--- src/rtl/mmio_uart_tx_pkg.sv ---
// Shared register map, STATUS bit positions and transmitter FSM encoding for mmio_uart_tx.
package mmio_uart_tx_pkg;

  localparam logic [1:0] REG_TXDATA  = 2'd0;
  localparam logic [1:0] REG_STATUS  = 2'd1;
  localparam logic [1:0] REG_CTRL    = 2'd2;
  localparam logic [1:0] REG_BAUDDIV = 2'd3;

  localparam int ST_FULL  = 0;
  localparam int ST_EMPTY = 1;
  localparam int ST_BUSY  = 2;
  localparam int ST_OVF   = 3;
  localparam int ST_COUNT = 8;

  typedef enum logic [1:0] {
    S_IDLE  = 2'd0,
    S_START = 2'd1,
    S_DATA  = 2'd2,
    S_STOP  = 2'd3
  } tx_state_t;

  // Bit timer reload; a divisor of 0 is treated as 1 cycle per bit.
  function automatic logic [15:0] bit_reload(input logic [15:0] div);
    return (div == 16'd0) ? 16'd0 : div - 16'd1;
  endfunction

endpackage

--- src/rtl/mmio_uart_tx_fifo.sv ---
// Synchronous byte FIFO; push when full and pop when empty are ignored internally.
module tx_fifo #(
  parameter int DEPTH = 16,
  parameter int AW    = 4
) (
  input  logic          clk,
  input  logic          rst,
  input  logic          push,
  input  logic          pop,
  input  logic [7:0]    din,
  output logic [7:0]    dout,
  output logic          full,
  output logic          empty,
  output logic [AW:0]   count
);

  logic [7:0]    mem [DEPTH];
  logic [AW-1:0] wp, rp;
  logic          do_push, do_pop;

  assign full    = (count == (AW+1)'(DEPTH));
  assign empty   = (count == '0);
  assign do_push = push & ~full;
  assign do_pop  = pop & ~empty;
  assign dout    = mem[rp];

  always_ff @(posedge clk) begin
    if (do_push) mem[wp] <= din;
  end

  always_ff @(posedge clk) begin
    if (rst) begin
      wp    <= '0;
      rp    <= '0;
      count <= '0;
    end else begin
      if (do_push) wp <= wp + AW'(1);
      if (do_pop)  rp <= rp + AW'(1);
      case ({do_push, do_pop})
        2'b10:   count <= count + (AW+1)'(1);
        2'b01:   count <= count - (AW+1)'(1);
        default: count <= count;
      endcase
    end
  end

endmodule

--- src/rtl/mmio_uart_tx.sv ---
// Memory-mapped 8N1 UART transmitter: register file, TX FIFO, bit timer and framing FSM.
module mmio_uart_tx
  import mmio_uart_tx_pkg::*;
#(
  parameter int          FIFO_DEPTH = 16,
  parameter int          FIFO_AW    = 4,
  parameter logic [15:0] DIV_RESET  = 16'd434
) (
  input  logic        clk,
  input  logic        rst,
  input  logic        ce_i,
  input  logic        we_i,
  input  logic [31:0] addr_i,
  input  logic [3:0]  sel_i,
  input  logic [31:0] data_i,
  output logic [31:0] data_o,
  output logic        tx_o,
  output logic        int_o
);

  logic [1:0]       reg_sel;
  logic             wr, rd, push_req, pop;
  logic             full, empty;
  logic [FIFO_AW:0] count;
  logic [7:0]       fifo_dout;

  logic             ovf, ie;
  logic [15:0]      div;
  tx_state_t        state;
  logic [15:0]      timer;
  logic [2:0]       bitcnt;
  logic [7:0]       shreg;

  logic unused;
  assign unused = ^{sel_i, addr_i[31:4], addr_i[1:0], data_i[31:16]};

  assign reg_sel  = addr_i[3:2];
  assign wr       = ce_i & we_i;
  assign rd       = ce_i & ~we_i;
  assign push_req = wr & (reg_sel == REG_TXDATA);
  // Pop on the same edge the FSM loads the shift register for a new frame.
  assign pop      = ~empty & ((state == S_IDLE) | ((state == S_STOP) & (timer == 16'd0)));

  tx_fifo #(.DEPTH(FIFO_DEPTH), .AW(FIFO_AW)) u_fifo (
    .clk   (clk),
    .rst   (rst),
    .push  (push_req),
    .pop   (pop),
    .din   (data_i[7:0]),
    .dout  (fifo_dout),
    .full  (full),
    .empty (empty),
    .count (count)
  );

  always_ff @(posedge clk) begin
    if (rst) begin
      ovf   <= 1'b0;
      ie    <= 1'b0;
      div   <= DIV_RESET;
      int_o <= 1'b0;
    end else begin
      if (push_req & full)                                    ovf <= 1'b1;
      else if (wr & (reg_sel == REG_STATUS) & data_i[ST_OVF]) ovf <= 1'b0;
      if (wr & (reg_sel == REG_CTRL))    ie  <= data_i[0];
      if (wr & (reg_sel == REG_BAUDDIV)) div <= data_i[15:0];
      int_o <= ie & empty & (state == S_IDLE);
    end
  end

  always_ff @(posedge clk) begin
    if (rst) begin
      state  <= S_IDLE;
      tx_o   <= 1'b1;
      timer  <= '0;
      bitcnt <= '0;
      shreg  <= '0;
    end else begin
      case (state)
        S_IDLE: if (!empty) begin
          shreg <= fifo_dout;
          tx_o  <= 1'b0;
          timer <= bit_reload(div);
          state <= S_START;
        end
        S_START: if (timer == 16'd0) begin
          tx_o   <= shreg[0];
          shreg  <= shreg >> 1;
          bitcnt <= '0;
          timer  <= bit_reload(div);
          state  <= S_DATA;
        end else timer <= timer - 16'd1;
        S_DATA: if (timer == 16'd0) begin
          timer <= bit_reload(div);
          if (bitcnt == 3'd7) begin
            tx_o  <= 1'b1;
            state <= S_STOP;
          end else begin
            bitcnt <= bitcnt + 3'd1;
            tx_o   <= shreg[0];
            shreg  <= shreg >> 1;
          end
        end else timer <= timer - 16'd1;
        S_STOP: if (timer == 16'd0) begin
          if (!empty) begin
            shreg <= fifo_dout;
            tx_o  <= 1'b0;
            timer <= bit_reload(div);
            state <= S_START;
          end else state <= S_IDLE;
        end else timer <= timer - 16'd1;
        default: state <= S_IDLE;
      endcase
    end
  end

  always_comb begin
    data_o = '0;
    if (rd) begin
      case (reg_sel)
        REG_STATUS: begin
          data_o[ST_FULL]                = full;
          data_o[ST_EMPTY]               = empty;
          data_o[ST_BUSY]                = (state != S_IDLE);
          data_o[ST_OVF]                 = ovf;
          data_o[ST_COUNT +: FIFO_AW+1]  = count;
        end
        REG_CTRL:    data_o[0]    = ie;
        REG_BAUDDIV: data_o[15:0] = div;
        default:     data_o       = '0;
      endcase
    end
  end

endmodule

--- config.mk ---
export PLATFORM = sky130hd
export DESIGN_NAME = mmio_uart_tx
export DESIGN_NICKNAME = d
export VERILOG_FILES = /design/src/rtl/mmio_uart_tx_pkg.sv /design/src/rtl/mmio_uart_tx_fifo.sv /design/src/rtl/mmio_uart_tx.sv
export SDC_FILE = /design/constraint.sdc
export NUM_CORES = 1
export LEC_CHECK = 0
export ABC_AREA = 1
export CAP_MARGIN = 10
export CORE_MARGIN = 10
export CORE_UTILIZATION = 45
export CTS_CLUSTER_DIAMETER = 200
export CTS_CLUSTER_SIZE = 16
export DETAILED_ROUTE_END_ITERATION = 10
export PLACE_DENSITY = 0.66
export SYNTH_ARGS = -nofsm -noshare
export SYNTH_HDL_FRONTEND = slang
export SYNTH_HIERARCHICAL = 1
export SYNTH_SLANG_ARGS = --single-unit
--- constraint.sdc ---
create_clock -name clk -period 6.45 [get_ports clk]
set_input_delay 1.29 -clock clk [delete_from_list [all_inputs] [get_ports clk]]
set_output_delay 1.29 -clock clk [all_outputs]
set_load 0.01 [all_outputs]
==> results of run 1 <==
[cells in the mapped netlist, types with 2 or more instances]
| cell | n | area [um^2] |
|---|---|---|
| a21oi_1 | 95 | 475 |
| buf_1 | 3 | 11.3 |
| buf_2 | 7 | 35.0 |
| buf_4 | 18 | 135 |
| buf_6 | 4 | 45.0 |
| clkbuf_1 | 27 | 101 |
| clkinv_1 | 2 | 7.51 |
| dfxtp_1 | 66 | 1320 |
| edfxtp_1 | 128 | 3840 |
| ha_1 | 17 | 213 |
| inv_1 | 108 | 405 |
| inv_2 | 13 | 48.8 |
| mux2i_1 | 32 | 320 |
| nand2_1 | 205 | 769 |
| nand2_2 | 3 | 18.8 |
| nand2_4 | 4 | 45.0 |
| nand3_1 | 69 | 345 |
| nand3_2 | 5 | 50.1 |
| nand4_1 | 14 | 87.6 |
| nor2_1 | 79 | 297 |
| nor2_2 | 12 | 75.1 |
| nor2_4 | 3 | 33.8 |
| nor3_1 | 16 | 80.1 |
| nor3b_1 | 3 | 22.5 |
| o211ai_1 | 38 | 285 |
| o21ai_0 | 65 | 325 |
| o21ai_1 | 12 | 60.1 |
| o22ai_1 | 3 | 18.8 |
| xnor2_1 | 6 | 52.6 |
| xor2_1 | 16 | 140 |
[sequential cells by signal, summed over array words and instances (netlist names), 2 cells and up, named ones only]
| signal | cells |
|---|---|
| bitcnt | 3 |
| shreg | 8 |
| div | 16 |
| u_fifo/count | 5 |
| state | 2 |
| u_fifo/wp | 4 |
| u_fifo/mem | 128 |
| u_fifo/rp | 4 |
| timer | 16 |
[worst min-delay path, stage by stage (launching register included)]
cell     delay, ps
dfxtp_1        300
inv_1           60
a21oi_1         60
[layout make-up]
type / count / share of cell area [%]
Sequential cell: 194 / 47.5
Multi-Input combinational cell: 723 / 35.5
Inverter: 124 / 4.30
Clock buffer: 17 / 3.91
Timing Repair Buffer: 42 / 3.75
Tap cell: 275 / 3.16
Clock inverter: 15 / 1.82
[cell families (layout without fill, tap and decap cells)]
| group | count (synthesis) | in the layout | share of synthesized area, % |
|---|---|---|---|
| AO/OA/AOI/OAI | 216 | 216 | 12.2 |
| adder cells (fa/ha/maj) | 17 | 17 | 2.18 |
| buffers and inverters | 184 | 198 | 8.19 |
| multiplexers | 32 | 32 | 3.28 |
| AND/OR/NAND/NOR | 420 | 420 | 19.4 |
| XOR/XNOR | 22 | 22 | 1.97 |
| other | 1 | 16 | 0.0384 |
| flip-flops | 194 | 194 | 52.8 |
[worst paths after layout]
| kind | end | slack (ps) | cells past startpoint |
|---|---|---|---|
| min reg2reg | shreg[7] | 470 | 2 |
| max | data_o[8] | 1940 | 6 |
| max reg2reg | u_fifo/count[4] | 3150 | 18 |
| min | shreg[7] | 470 | 2 |
[metrics by stage]
stage	instances	worst slack, ps	instance area, um^2
after floorplan	1101	3180	9830
after global routing	1390	1730	10900
after detailed placement	1358	1950	10300
after global placement	1358	1990	10300
final	1390	1940	10900
after CTS	1390	1930	10900
[power by group through the flow]
stage	Combinational (mW)	Clock, mW	Sequential (mW)
finish	1.22	1.10	1.48
global route	1.38	1.16	1.49
CTS	1.21	1.11	1.47
detailed placement	1.20	0	1.50
global placement	1.18	0	1.50
floorplan	0.961	0	1.48
[layer usage]
| layer | vias to the layer above | GRT usage [%] | share of wire, % |
|---|---|---|---|
| met2 | 229 | 26.8 | 47 |
| met5 | - | 0 | 0 |
| li1 | 3681 | - | - |
| met1 | 3529 | 20.7 | 44 |
| met4 | 0 | 6.28 | 2.4 |
| met3 | 41 | 4.35 | 6.6 |
==> out/metrics.yaml, run 1 <==
yosys:
  synth_edf_count: 128
  synthArstFlopShare_pct: 0
  syn_avg_cell_area_um2: 9.00
  synth_seq_cells: 194
  synth_warnings: 6
  ys_types: 43
  syn_inst: 1086
  synth_area_um2: 9780
  synth_flop_cell: "edfxtp_1"
  synth_seq_area_share_pct: 52.8
routing:
  wl_um: 23800
  post-route-drc-count: 0
  route.vias.total: 7480
  wl_per_cell_um: 17.1
  drtIter0Drc: 625
  first_pass_iters: 6
  ant_nets: 0
  vias_per_cell: 5.38
placed_design:
  gp_congestion: 0.900
  numPortBuffers: 39
  post-dp-hpwl_um: 15500
worst_setup_path:
  crit_required_ps: 5160
  slowest_delay_ps: 580
  crit_slowest_cell: "clkdlybuf4s50_1"
  crit_family: "buffers and inverters"
  crit_type: "in -> out"
  crit_buf_inv: 3
  cp.arrival_ps: 3220
  crit_path_frequent_cell: "clkdlybuf4s50_1"
  critPathLaunch: "addr_i[2]"
  cp-start-kind: "input pin"
  crit_chain: "clkdlybuf4s50_1 -> inv_1 -> nor2_1 -> nand2_1 -> a21oi_1 -> clkdlybuf4s50_1"
  critPathMaxFanout: 10
  r2r-start: "state[1]"
  end_kind: "primary output"
final_layout:
  syn2layout_area_growth_pct: 11.3
  final_common_cell: "nand2_1"
  final_util_pct: 51.3
  antenna_cells: 0
  layout_common_cells: "205 x nand2_1, 128 x edfxtp_1, 108 x inv_1"
  layout-drive-gt1-share_pct: 7.35
  fill_cells: 1921
  register_area_um2: 5170
  design.final.nets: 1191
  multiInputGateArea_um2: 3870
outcome:
  status: "finished, final reports clean"
job:
  drv_cap: 0
grt:
  grt_usage_pct: 16.6
  grt_pass1_vias: 7237
  globalRouteOverflowTotal: 0
  grt_max_degree: 97
  antenna_found_initial: 0
  grt_pass1_wl_um: 37500
power:
  power_density_nw_per_um2: 349
  clkPwrFrac_pct: 29.0
  combPwrFrac_pct: 32.2
  power_mw: 3.80
  seq_power_share_pct: 38.9
  swShare_pct: 37.5
  p_sw_mw: 1.42
  internal-power_mw: 2.37
  peakVddDrop_uv: 250
  p_leak_nw: 4.17
sta:
  fmax_mhz: 222
  slew_viol_final: 0
  setup_viol_count_final: 0
  clock_skew_ps: 9.79
  min_period_over_period_pct: 69.9
  layout_min_cycle_time_ps: 4510
  worst_pin_slew_ps: 1160
  tns_ps: 0
  finalHoldViolCount: 0
  slew_headroom_pct: 22.4
  holdWs_ps: 465
  rsz0062_at_grt: "false"
cts:
  clkSlewWorstSetupHoldPaths_ps: 70
  cts_made_buffers: 17
  clk_latency_ps: 440
  hold_buffers: 0
  cts_tree: "done"
  cts.htree.levels: 4
  post_cts_resized: 0
  clockRootBuffer: "clkbuf_16"
  clk_path_buf_depth: 2
  clkSinkCount: 194
  cts_setup_buffers: 0
floorplan:
  fp-row-count: 53
  die_h_um: 167
  start_util_pct: 46.1
  dieWidth_um: 167
  io_pins: 106
  die-area_um2: 28000
  core_area_um2: 21200
min_path:
  hp-start: "shreg[7]"
  hp-class: "reg -> reg"
No activity file was read; power rests on OpenSTA's default activity.
==> run 2: changes to the inputs <==
- PLACE_DENSITY: 0.66 -> 0.68
- clock period: 6.45 -> 3.84 ns (I/O delays scaled with it)
==> out/metrics.yaml, run 2 (synthesis results as in run 1) <==
routing:
  first_pass_iters: 5
  route.vias.total: 7525
  wl_um: 23200
  wl_per_cell_um: 16.5
  post-route-drc-count: 0
  drtIter0Drc: 623
  ant_nets: 0
  vias_per_cell: 5.35
placed_design:
  post-dp-hpwl_um: 15700
  gp_congestion: 0.874
  numPortBuffers: 39
  post-place-ws_ps: 456
worst_setup_path:
  cp-start-kind: "input pin"
  end_kind: "primary output"
  r2r-end: "u_fifo/count[4]"
  critPathMaxFanout: 10
  crit_required_ps: 3070
  crit_type: "in -> out"
  reg2reg_slack_ps: 680
  ff2ff_path_depth: 22
  cp.arrival_ps: 2650
  r2r-start: "timer[0]"
sta:
  min_period_over_period_pct: 88.9
  setup_viol_count_final: 0
  fmax_mhz: 293
  rsz0062_at_grt: "false"
  worst_pin_slew_ps: 1100
  finalWorstSetupSlack_ps: 426
  finalHoldViolCount: 0
  slew_headroom_pct: 26.8
  layout_min_cycle_time_ps: 3410
  holdWs_ps: 458
  tns_ps: 0
  clock_skew_ps: 12.4
  slew_viol_final: 0
floorplan:
  die-area_um2: 28000
  dieWidth_um: 167
  core_area_um2: 21200
  start_util_pct: 46.1
  die_h_um: 167
  io_pins: 106
  fp-row-count: 53
grt:
  globalRouteOverflowTotal: 0
  grt_pass1_vias: 7210
  grt_pass1_wl_um: 37200
  antenna_found_initial: 0
  grt_usage_pct: 16.2
  grt_max_degree: 49
min_path:
  holdPathEnd: "shreg[7]"
  hold_path_depth: 2
  hp-start: "shreg[7]"
  hp-class: "reg -> reg"
power:
  power_density_nw_per_um2: 576
  p_leak_nw: 4.25
  peakVddDrop_uv: 330
  power_mw: 6.34
cts:
  cts.htree.levels: 4
  clk_latency_ps: 430
  clk_path_buf_depth: 2
  cts_tree: "done"
  hold_buffers: 0
  post_cts_resized: 0
  clkSinkCount: 194
  cts_setup_buffers: 0
  clkSlewWorstSetupHoldPaths_ps: 70
  clockRootBuffer: "clkbuf_16"
  cts_made_buffers: 17
final_layout:
  layout-drive-gt1-share_pct: 8.75
  largest_reg_flops: 128
  antenna_cells: 0
  syn2layout_area_growth_pct: 12.5
  design.final.nets: 1208
  final_common_cell: "nand2_1"
  top_regs: "u_fifo/mem (128), div (16), timer (16)"
  regMostFlops: "u_fifo/mem"
  layout_common_cells: "205 x nand2_1, 128 x edfxtp_1, 108 x inv_1"
outcome:
  status: "finished, final reports clean"
job:
  drv_cap: 0
[run 2: cell types whose count changed in the layout (fill, tap and decap cells not counted), sizes merged]
cell           previous run  this run
inv                     131       128
clkinv                    7         6
clkbuf                   17        21
clkinvlp                  0         1
bufinv                    1         0
clkdlybuf4s50            38        39
buf                       4        20
[run 2: worst max-delay path, stage by stage]
cell	delay, ps
clkdlybuf4s50_1	550
nand2_1	240
inv_1	260
nand2_1	80
a21oi_1	150
clkdlybuf4s50_1	590
[run 2: worst max-delay path by stage]
stage	slack [ps]	startpoint	endpoint
after detailed placement	460	addr_i[3]	data_o[3]
after global placement	490	addr_i[3]	data_o[10]
after global routing	300	addr_i[3]	data_o[8]
final	430	addr_i[3]	data_o[1]
after CTS	460	addr_i[3]	data_o[1]
after floorplan	1220	timer[0]	u_fifo/count[4]
[run 2: cell type report]
cell class	count	area, um^2
tap	275	344
clock inverter	11	128
clock buffer	21	485
fill	1916	10200
timing repair buffer	59	541
inverter	124	468
multi-input combinational	723	3870
sequential	194	5170
[run 2: power by group]
group	switching, mW	internal (mW)
sequential	0.147	2.35
combinational	1.35	0.704
clock	0.839	0.950
total	2.33	4.01
[run 2: routing by layer]
layer	vias to the layer above	track usage (%)	wire, um
met1	3535	20.9	10500
met2	234	26.4	10800
met5	-	0	0
li1	3722	-	-
met3	34	3.37	1530
met4	0	5.37	429
[run 2: metrics by stage]
step,cell area [um^2],instances,util [%]
after floorplan,9830,1101,-
after global placement,10400,1375,49.0
after detailed placement,10400,1375,49.0
after CTS,11000,1407,51.8
after global routing,11000,1407,51.8
final,11000,1407,51.8
==> run 3: changes to the inputs <==
- SKIP_CTS_REPAIR_TIMING: unset -> 1
==> results of run 3 <==
Final layout, timing and power as in run 2 (identical DEF).
